`src/rtl/rr_arb_pkg.sv`:
```
// Shared types and sizing for the 8-way round-robin arbiter.
package rr_arb_pkg;

  localparam int NUM_REQ = 8;
  localparam int IDX_W   = 3;

  typedef enum logic [1:0] {
    IDLE  = 2'd0,
    GRANT = 2'd1,
    GAP   = 2'd2
  } arb_state_t;

endpackage

```
`src/rtl/decoder3to8_en.sv`:
```
// 3-to-8 one-hot decoder with enable; all outputs low when disabled.
module decoder3to8_en (
  input  logic [2:0] in,
  input  logic       enable,
  output logic [7:0] out
);

  always_comb begin
    out = 8'h00;
    if (enable) out[in] = 1'b1;
  end

endmodule

```
`src/rtl/rr_arbiter8.sv`:
```
// Round-robin arbiter for 8 requesters sharing one resource, with a registered
// grant index, a one-GAP-cycle break-before-make and optional hold-time preemption.
//
// state | meaning
// IDLE  | no grant; arbitrate when en=1 and any req is set
// GRANT | gnt_idx holds the resource; watch for release or hold timeout
// GAP   | one cycle with gnt low before arbitration resumes
module rr_arbiter8
  import rr_arb_pkg::*;
#(
  parameter int MAX_HOLD = 16,
  parameter int CNT_W    = 5
) (
  input  logic         clk,
  input  logic         rst_n,
  input  logic         en,
  input  logic [7:0]   req,
  output logic [7:0]   gnt,
  output logic [2:0]   gnt_idx,
  output logic         gnt_valid,
  output logic         preempt
);

  localparam bit               PREEMPT_EN = (MAX_HOLD != 0);
  localparam logic [CNT_W-1:0] HOLD_LAST  = PREEMPT_EN ? CNT_W'(MAX_HOLD - 1) : '0;

  arb_state_t         state_q, state_d;
  logic [IDX_W-1:0]   last_q, last_d;
  logic [IDX_W-1:0]   idx_q, idx_d;
  logic               valid_q, valid_d;
  logic               preempt_q, preempt_d;
  logic [CNT_W-1:0]   hold_q, hold_d;

  logic               win_found;
  logic [IDX_W-1:0]   win_idx;
  logic [IDX_W-1:0]   cand;
  logic [NUM_REQ-1:0] holder_mask;
  logic               others_wait;

  // Search starts just after the last holder; offset 8 wraps back to last itself.
  always_comb begin
    win_found = 1'b0;
    win_idx   = '0;
    cand      = '0;
    for (int i = 1; i <= NUM_REQ; i++) begin
      cand = last_q + IDX_W'(i);
      if (!win_found && req[cand]) begin
        win_found = 1'b1;
        win_idx   = cand;
      end
    end
  end

  always_comb begin
    holder_mask         = '0;
    holder_mask[idx_q]  = 1'b1;
    others_wait         = |(req & ~holder_mask);
  end

  always_comb begin
    state_d   = state_q;
    last_d    = last_q;
    idx_d     = idx_q;
    valid_d   = valid_q;
    hold_d    = hold_q;
    preempt_d = 1'b0;

    case (state_q)
      IDLE: begin
        if (en && win_found) begin
          idx_d   = win_idx;
          valid_d = 1'b1;
          hold_d  = '0;
          state_d = GRANT;
        end
      end
      GRANT: begin
        if (!(&hold_q)) hold_d = hold_q + 1'b1;
        // A holder dropping req wins over a simultaneous timeout: no preempt pulse.
        if (!req[idx_q]) begin
          valid_d = 1'b0;
          last_d  = idx_q;
          state_d = GAP;
        end else if (PREEMPT_EN && (hold_q == HOLD_LAST) && others_wait) begin
          valid_d   = 1'b0;
          last_d    = idx_q;
          preempt_d = 1'b1;
          state_d   = GAP;
        end
      end
      GAP: begin
        state_d = IDLE;
      end
      default: begin
        state_d = IDLE;
        valid_d = 1'b0;
      end
    endcase
  end

  always_ff @(posedge clk or negedge rst_n) begin
    if (!rst_n) begin
      state_q   <= IDLE;
      last_q    <= 3'd7;
      idx_q     <= 3'd0;
      valid_q   <= 1'b0;
      hold_q    <= '0;
      preempt_q <= 1'b0;
    end else begin
      state_q   <= state_d;
      last_q    <= last_d;
      idx_q     <= idx_d;
      valid_q   <= valid_d;
      hold_q    <= hold_d;
      preempt_q <= preempt_d;
    end
  end

  decoder3to8_en u_gnt_dec (
    .in     (idx_q),
    .enable (valid_q),
    .out    (gnt)
  );

  assign gnt_idx   = idx_q;
  assign gnt_valid = valid_q;
  assign preempt   = preempt_q;

endmodule

```
`config.mk`:
```
export PLATFORM = sky130hd
export DESIGN_NAME = rr_arbiter8
export DESIGN_NICKNAME = d
export VERILOG_FILES = /design/src/rtl/rr_arb_pkg.sv /design/src/rtl/decoder3to8_en.sv /design/src/rtl/rr_arbiter8.sv
export SDC_FILE = /design/constraint.sdc
export NUM_CORES = 1
export LEC_CHECK = 0
export CAP_MARGIN = 30
export CORE_MARGIN = 2
export CORE_UTILIZATION = 45
export DETAILED_ROUTE_END_ITERATION = 10
export DONT_BUFFER_PORTS = 1
export GPL_ROUTABILITY_DRIVEN = 1
export GPL_TIMING_DRIVEN = 0
export PLACE_DENSITY_LB_ADDON = 0.1
export SYNTH_ARGS = -nofsm -noshare
export SYNTH_HDL_FRONTEND = slang
export SYNTH_SLANG_ARGS = --single-unit
```
`constraint.sdc`:
```
create_clock -name clk -period 3.8 [get_ports clk]
set_clock_uncertainty 0.2 [all_clocks]
set_input_delay 0.38 -clock clk [delete_from_list [all_inputs] [get_ports clk]]
set_output_delay 0.38 -clock clk [all_outputs]
set_load 0.02 [all_outputs]
```
==> results of run 1 <==
## worst register-to-register path, delay by kind of cell (launching register included)
| kind | cells | cell delay, ps |
|---|---|---|
| muxes | 2 | 410 |
| AOI/OAI and AO/OA | 3 | 670 |
| adders and majority gates | 1 | 300 |
| DFF | 1 | 530 |
| buffers and inverters | 5 | 930 |
| and+or+nand+nor | 2 | 370 |
## power by group through the flow
stage	sequential, mW	combinational (mW)	clock, mW
after floorplan	0.305	1.33	0
after global placement	0.326	1.56	0
after detailed placement	0.326	1.59	0
after CTS	0.325	1.60	0.126
after global routing	0.336	1.76	0.134
final	0.323	1.62	0.122
## cell type report
type                    count  area, µm²
plain buffers              19        109
inverters                   7       26.3
repair buffers              1       10.0
clock buffers               4       45.0
multi-input cells         162       1380
well taps                  50       62.6
fillers                   394       2020
flip-flops and latches     15        379
## state kept, by name, indices dropped and copies added (netlist names)
signal / count
gnt_valid: 1
gnt_idx: 3
last_q: 3
hold_q: 5
preempt: 1
state_q: 2
## how the worst max path moves through the flow
stage | start | end | slack [ps]
2_1_floorplan | last_q[1] | gnt_idx[1] | 670
6_report | last_q[1] | gnt_idx[1] | 310
3_5_place_dp | last_q[1] | gnt_idx[1] | 210
4_1_cts | last_q[1] | gnt_idx[1] | 180
5_1_grt | last_q[1] | gnt_idx[1] | 30
3_3_place_gp | last_q[1] | gnt_idx[1] | 250
## repair_timing
item	in CTS	in global routing
endpoints found under the hold margin	15	0
setup buffers	0	0
gates resized for setup	0	2
endpoints found under the setup margin	0	1
hold buffers	1	0
## cells by family (layout without fill, tap and decap cells)
family          Yosys count  in the layout  share of synthesized area (%)
xor+xnor                  4              4                           2.25
compound gates           45             45                           18.8
buf+inv                  26             31                           7.08
flops                    15             15                           20.0
simple gates             73             73                           20.9
fa+ha+maj                 5              5                           3.31
mux                      35             35                           27.6
## stage by stage
step / util [%] / setup slack, ps
final: 49.9 / 310
after global routing: 49.9 / 29.4
after CTS: 49.9 / 180
after detailed placement: 48.5 / 211
after global placement: 48.5 / 254
after floorplan: - / 673
## metal layers
metal  share of wire [%]  track usage, %  up-vias
li1                    -               -      776
met1                  44            30.6      792
met2                  49            36.4       52
met3                 5.5            2.44        6
met4                 1.3            5.88        0
met5                   0               0        -
## cells in the final DEF, fill, tap and decap left out, types with 2 or more instances in the layout
cell	count
nor2_1	16
nand2_1	13
mux2i_1	13
dfrtp_1	12
mux4_2	11
buf_2	8
nand3_1	8
inv_1	7
mux2_2	7
nand2b_1	6
o21ai_0	6
nor3_1	5
nor3b_1	5
nand3b_1	5
ha_1	5
buf_4	4
clkbuf_2	4
a21oi_1	4
clkbuf_1	3
o22ai_1	3
o21ai_1	3
a31oi_1	3
and2_1	3
clkbuf_8	3
dfstp_2	3
o32a_1	2
o31ai_1	2
o221ai_1	2
nor2b_1	2
nand4_2	2
mux2_4	2
a311oi_1	2
xnor2_1	2
==> metrics.cfg, run 1 <==
[drt]
drc = 0
wl_mm = 4.71
drtIter0Drc = 139
dr.pass1.iters = 4
vias_per_cell = 6.30
drt.antenna.violating_nets = 0
wl_per_cell_um = 18.3
vias = 1626

[cells_and_area]
instances_no_fill = 258
area_growth_pct = 6.28
final_cell_area_mm2 = 0.00201
final_layout_size_suffix_gt1_share_pct = 27.9
fin_nets = 225
diodes = 0

[setup_path]
slowest_stage = dfstp_2
worst-path-buf-inv = 5
reg2reg_slack_ps = 310
crit_chain = buf_6 > buf_2 > inv_1 > ha_1 > buf_2 > clkbuf_2 > nor3b_1 > mux2i_1 > nand4_2 > mux2i_1 > a311oi_1 > o32a_1 > o31ai_2
rr_worst_depth = 13
worstPathRequired_ps = 3750
cp_max_fo = 10
max_stage_delay_ps = 530
r2r_end = gnt_idx[1]
cp.depth = 13
rr_startpoint = last_q[1]
cpLargestDelayFamily = buffers and inverters
path_class = reg2reg
end_kind = register
startpoint_type = register
critPathArrivalTime_ps = 3440

[clocking]
clk_pin_slew_ps = 60
clockBufferDepth = 2
cts_tree = done
clock-sinks = 15
htree_levels = 1
worstSkewPairLatency_ps = 240
cts_buffers = 3
cts-root-buf = clkbuf_8

[die]
io_pins = 24
die_h_um = 68.8
std_cell_rows = 23
die-area_mm2 = 0.00474
die_x_um = 68.8
core_area_mm2 = 0.00403
start_util_pct = 47.0

[yosys]
synth_top_area_cell = dfrtp_1
synth_area_leaders = dfrtp_1, mux4_2, mux2i_1
ys_types = 63
ys_seq_elements = 15
synth_most_common_cell = nor2_1
syn-num-nets = 219
synth_area_per_cell_um2 = 9.32
ys.flop_type = dfrtp_1
syn-instance-count = 203
synth_edf_count = 0
synthTopCellsByCount = nor2_1, mux2i_1, nand2_1
synth.yosys.warnings = 0
ys_seq_area_share_pct = 20.0
netlist_area_mm2 = 0.00189
synth_async_sr_flop_share_pct = 100
synthDominantCellAreaShare_pct = 15.9

[power_and_ir_drop]
power.total_mw = 2.07
pwr_density_cell_mw_per_mm2 = 1030
peakVddDrop_mv = 0.400
p_sw_share_pct = 51.0
p_clk_share_pct = 5.9
seq_power_share_pct = 15.6
p_leak_nw = 0.810
p_sw_mw = 1.05
comb_power_share_pct = 78.5
power.internal_mw = 1.01

[timing]
slew_headroom_pct = 55.8
drv_slew = 0
worst_hold_slack_ps = 321
setup_tns_ps = 0
worstMarginPinSlew_ps = 660
rsz0062_at_grt = no
hold_violations = 0
min_period_ps = 3490
post-route-period-util_pct = 91.8
fmax_mhz = 287
final-setup-viol-count = 0

[global_route]
first_global_vias = 1557
gr-total-overflow = 0
grt_usage_pct = 22.0
grt_pass1_wl_mm = 7.75
grt_start_max_net_pins = 16
antenna_found_initial = 0

[placed_design]
dp_hpwl_mm = 3.59
io_buffers = 0
globalplace.congestion = 0.895
dpl_cell_area_mm2 = 0.00195
dp_cells = 253

[min_path]
holdPathStages = 1
holdCritPathClass = reg2reg
min_from = hold_q[0]
holdPathEnd = hold_q[0]

[flow_run]
drv_cap = 0

[status]
status = finished clean

No activity file was read; power rests on OpenSTA's default activity.
==> inputs of run 2 (changes only) <==
--- a/config.mk
+++ b/config.mk
@@ -12,7 +12,6 @@
 export DONT_BUFFER_PORTS = 1
 export GPL_ROUTABILITY_DRIVEN = 1
 export GPL_TIMING_DRIVEN = 0
-export PLACE_DENSITY_LB_ADDON = 0.1
 export SYNTH_ARGS = -nofsm -noshare
 export SYNTH_HDL_FRONTEND = slang
 export SYNTH_SLANG_ARGS = --single-unit
==> metrics.cfg, run 2 (synthesis gave the netlist of run 1 again) <==
[status]
status = finished clean

[setup_path]
crit_start = last_q[0]
critPathArrivalTime_ps = 3420
worstPathRequired_ps = 3750
cpLargestDelayFamily = buffers and inverters
max_stage_delay_ps = 520
rr_startpoint = last_q[0]
crit_chain = buf_4 > buf_4 > inv_1 > ha_1 > buf_2 > clkbuf_2 > nor3b_1 > mux2i_1 > nand4_2 > mux2i_1 > a311oi_1 > o32a_1 > o31ai_2
path_class = reg2reg
slowest_stage = dfstp_2
startpoint_type = register
cp_max_fo = 10
end_kind = register
reg2reg_slack_ps = 330
worst-path-buf-inv = 5

[clocking]
clock-sinks = 15
cts_setup_buffers = 0
cts_tree = done
cts-root-buf = clkbuf_8
cts_buffers = 3
clockBufferDepth = 2
htree_levels = 1
worstSkewPairLatency_ps = 240
clk_pin_slew_ps = 60

[cells_and_area]
diodes = 0
ff_latch_area_um2 = 379
finalCoreUtilization_pct = 49.8
fin_nets = 224
final_common_cell = nor2_1
multi_input_area_mm2 = 0.00138
area_growth_pct = 6.02
final_cell_mix = nor2_1, nand2_1, mux2i_1, dfrtp_1, mux4_2
fillers = 391
top_register = hold_q
largest_reg_flops = 5
final_layout_size_suffix_gt1_share_pct = 27.5
final_cell_area_mm2 = 0.00201

[timing]
drv_slew = 0
final-setup-viol-count = 0
setup_tns_ps = 0
worstMarginPinSlew_ps = 666
rsz0062_at_grt = no
fmax_mhz = 288
hold_violations = 0
min_period_ps = 3470
slew_headroom_pct = 55.4
post-route-period-util_pct = 91.3

[die]
io_pins = 24
start_util_pct = 47.0
std_cell_rows = 23
die_x_um = 68.8
core_area_mm2 = 0.00403
die_h_um = 68.8
die-area_mm2 = 0.00474

[global_route]
met1_usage_pct = 28.9
grt_start_max_net_pins = 16
grt_util_met3_pct = 3.41
grt_usage_pct = 22.0
antenna_found_initial = 0
grt_util_met2_pct = 37.7
first_global_vias = 1590
top_usage_layer = met2
grt_pass1_wl_mm = 7.74
gr-total-overflow = 0

[placed_design]
dpl_cell_area_mm2 = 0.00195
globalplace.congestion = 0.851
dp_hpwl_mm = 3.67
io_buffers = 0

[drt]
drtIter0Drc = 116
vias_per_cell = 6.43
drc = 0
drt.antenna.violating_nets = 0
wl_mm = 4.85
wl_per_cell_um = 18.9
dr.pass1.iters = 4
vias = 1652

[flow_run]
drv_cap = 0

[power_and_ir_drop]
pwr_density_cell_mw_per_mm2 = 1040
peakVddDrop_mv = 0.480
p_leak_nw = 0.805

[min_path]
holdCritPathClass = reg2reg
min_from = hold_q[0]

-- run 2: cell types whose count changed in the layout (fill, tap and decap cells not counted) --
cell   previous run  this run
buf_2             8         7
-- run 2: what timing repair did --
item,in CTS,in global routing
setup endpoints to repair,0,1
hold buffers,1,0
gates resized for setup,0,2
hold endpoints to repair,15,0
-- run 2: layout make-up --
cell class              count  area share, %
plain buffers              18           5.18
inverters                   7           1.31
flip-flops and latches     15           18.9
multi-input cells         162           68.7
well taps                  50           3.12
repair buffers              1          0.499
clock buffers               4           2.25
-- run 2: power by group --
group	switching, mW	internal, mW
clock	0.0509	0.0741
combinational	0.931	0.704
sequential	0.0923	0.232
-- run 2: per-layer routing --
layer | up-vias | part of all wire [%]
met1 | 806 | 44
met4 | 0 | 1.2
met3 | 10 | 5.6
met2 | 58 | 49
met5 | - | 0
li1 | 778 | -
-- run 2: path summary, 6_finish.rpt --
check,endpoint,cells after the start
worst min-delay path,hold_q[0],1
min in group asynchronous,state_q[0],1
worst min register to register,hold_q[0],1
worst max-delay path,gnt_idx[1],13
worst max register to register,gnt_idx[1],13
max in group asynchronous,hold_q[3],1
-- run 2: through the flow --
step | worst slack [ps] | power, mW | hold WS (ps) | cells
after global placement | 211 | 1.88 | -115 | 253
after CTS | 73.7 | 2.07 | 323 | 258
after detailed placement | 115 | 1.93 | -115 | 253
final | 330 | 2.08 | 327 | 257
after floorplan | 673 | 1.63 | -116 | 203
after global routing | 109 | 2.24 | 347 | 257
==> inputs of run 3 (changes only) <==
--- a/config.mk
+++ b/config.mk
@@ -7,7 +7,7 @@
 export LEC_CHECK = 0
 export CAP_MARGIN = 30
 export CORE_MARGIN = 2
-export CORE_UTILIZATION = 45
+export CORE_UTILIZATION = 50
 export DETAILED_ROUTE_END_ITERATION = 10
 export DONT_BUFFER_PORTS = 1
 export GPL_ROUTABILITY_DRIVEN = 1
==> constraint.sdc (replaced) <==
create_clock -name clk -period 3.8 [get_ports clk]
set_clock_uncertainty 0.2 [all_clocks]
set_input_delay 0.38 -clock clk [delete_from_list [all_inputs] [get_ports clk]]
set_output_delay 0.38 -clock clk [all_outputs]
set_load 0.1 [all_outputs]
==> metrics.cfg, run 3 (synthesis gave the netlist of run 1 again) <==
[status]
status = finished clean

[setup_path]
end_kind = register
slowest_stage = dfstp_2
cpMostUsedCell = buf_4
cp_max_fo = 10
max_stage_delay_ps = 530
crit_chain = buf_4 > buf_4 > inv_1 > ha_1 > buf_2 > clkbuf_2 > nor3b_1 > mux2i_1 > nand4_2 > mux2i_2 > a311oi_1 > o32a_1 > o31ai_2
worstPathRequired_ps = 3750
critPathArrivalTime_ps = 3420
path_class = reg2reg
startpoint_type = register

[die]
die-area_mm2 = 0.00429
die_h_um = 65.5
io_pins = 24
std_cell_rows = 22
start_util_pct = 51.7
core_area_mm2 = 0.00366
die_x_um = 65.5

[drt]
wl_mm = 4.69
dr.pass1.iters = 4
vias = 1665
vias_per_cell = 6.35
drc = 0
wl_per_cell_um = 17.9
drtIter0Drc = 176
drt.antenna.violating_nets = 0

[clocking]
cts_tree = done
cts_setup_buffers = 0
clockBufferDepth = 2
htree_levels = 1
clk_pin_slew_ps = 50
cts-root-buf = clkbuf_8
worstSkewPairLatency_ps = 240
clock-sinks = 15
cts_buffers = 3

[cells_and_area]
final_common_cell = nand2_1
top_register = hold_q
final_cell_mix = nand2_1, mux2i_1, dfrtp_1, mux4_2, nor2_1
area_growth_pct = 14.3
diodes = 0
fin_nets = 231
largest_reg_flops = 5
final_layout_size_suffix_gt1_share_pct = 34.1

[timing]
final-setup-viol-count = 0
fmax_mhz = 289
slew_headroom_pct = 34.1
worstMarginPinSlew_ps = 986
rsz0062_at_grt = no
post-route-period-util_pct = 91.2
setup_tns_ps = 0
drv_slew = 0
hold_violations = 0
min_period_ps = 3460

[global_route]
first_global_vias = 1746
gr-total-overflow = 0
grt_pass1_wl_mm = 8.14
grt_usage_pct = 24.4
grt_start_max_net_pins = 16
antenna_found_initial = 0

[placed_design]
dp_hpwl_mm = 3.68
globalplace.congestion = 0.877
io_buffers = 0

[min_path]
holdCritPathClass = in2reg

[flow_run]
drv_cap = 0

-- run 3: cell count changes in the layout (fill, tap and decap cells not counted) --
cell,previous run,this run
nor2_1,16,10
mux2i_1,13,12
nor3_4,0,2
mux2i_2,1,2
nor2_2,1,7
nor3_1,5,3
buf_16,0,1
buf_8,0,6
-- run 3: layout make-up --
class	instances	area, µm²
clock buffers	4	45.0
well taps	48	60.1
fillers	311	1500
flip-flops and latches	15	379
multi-input cells	162	1420
repair buffers	8	128
inverters	7	26.3
plain buffers	18	104
-- run 3: path summary, 6_finish.rpt --
| check | from | endpoint | slack, ps | depth (start not counted) |
|---|---|---|---|---|
| max in group asynchronous | rst_n | gnt_idx[2] | 2580 | 1 |
| hold reg to reg | hold_q[0] | hold_q[0] | 320 | 1 |
| min in group asynchronous | rst_n | hold_q[0] | 410 | 1 |
| hold / removal | en | gnt_idx[2] | 310 | 3 |
| setup reg to reg | last_q[0] | gnt_idx[1] | 340 | 13 |
| setup / recovery | last_q[0] | gnt_idx[1] | 340 | 13 |
-- run 3: timing repair --
action / in CTS / in global routing
resized for setup: 0 / 3
hold buffers: 1 / 0
hold endpoints to repair: 15 / 0
endpoints found under the setup margin: 0 / 1
-- run 3: per-layer routing --
layer / track usage (%) / routed length (µm)
met1: 31.5 / 2020
met4: 8.07 / 73
met2: 43.4 / 2400
met5: 0 / 0
met3: 1.71 / 197
-- run 3: through the flow --
stage | utilization, % | setup slack [ps] | area (µm²) | instances | hold slack (ps)
floorplan | - | 472 | 1900 | 203 | -116
global placement | 53.6 | 266 | 1960 | 251 | -115
detailed placement | 56.8 | 171 | 2080 | 257 | -115
CTS | 58.3 | 157 | 2130 | 262 | 320
global route | 59.1 | 91.0 | 2160 | 262 | 352
finish | 59.1 | 336 | 2160 | 262 | 313
-- run 3: critical path: cells and delay by family, from the launching register on --
kind / cells / cell delay [ps]
buffers and inverters: 5 / 830
AO/OA/AOI/OAI: 3 / 670
flip-flops: 1 / 530
multiplexers: 2 / 420
AND/OR/NAND/NOR: 2 / 400
adder cells (fa/ha/maj): 1 / 310
Power of run 3 is not shown: default switching activity piles up to over one toggle a cycle in this logic, so the estimate is an artifact.
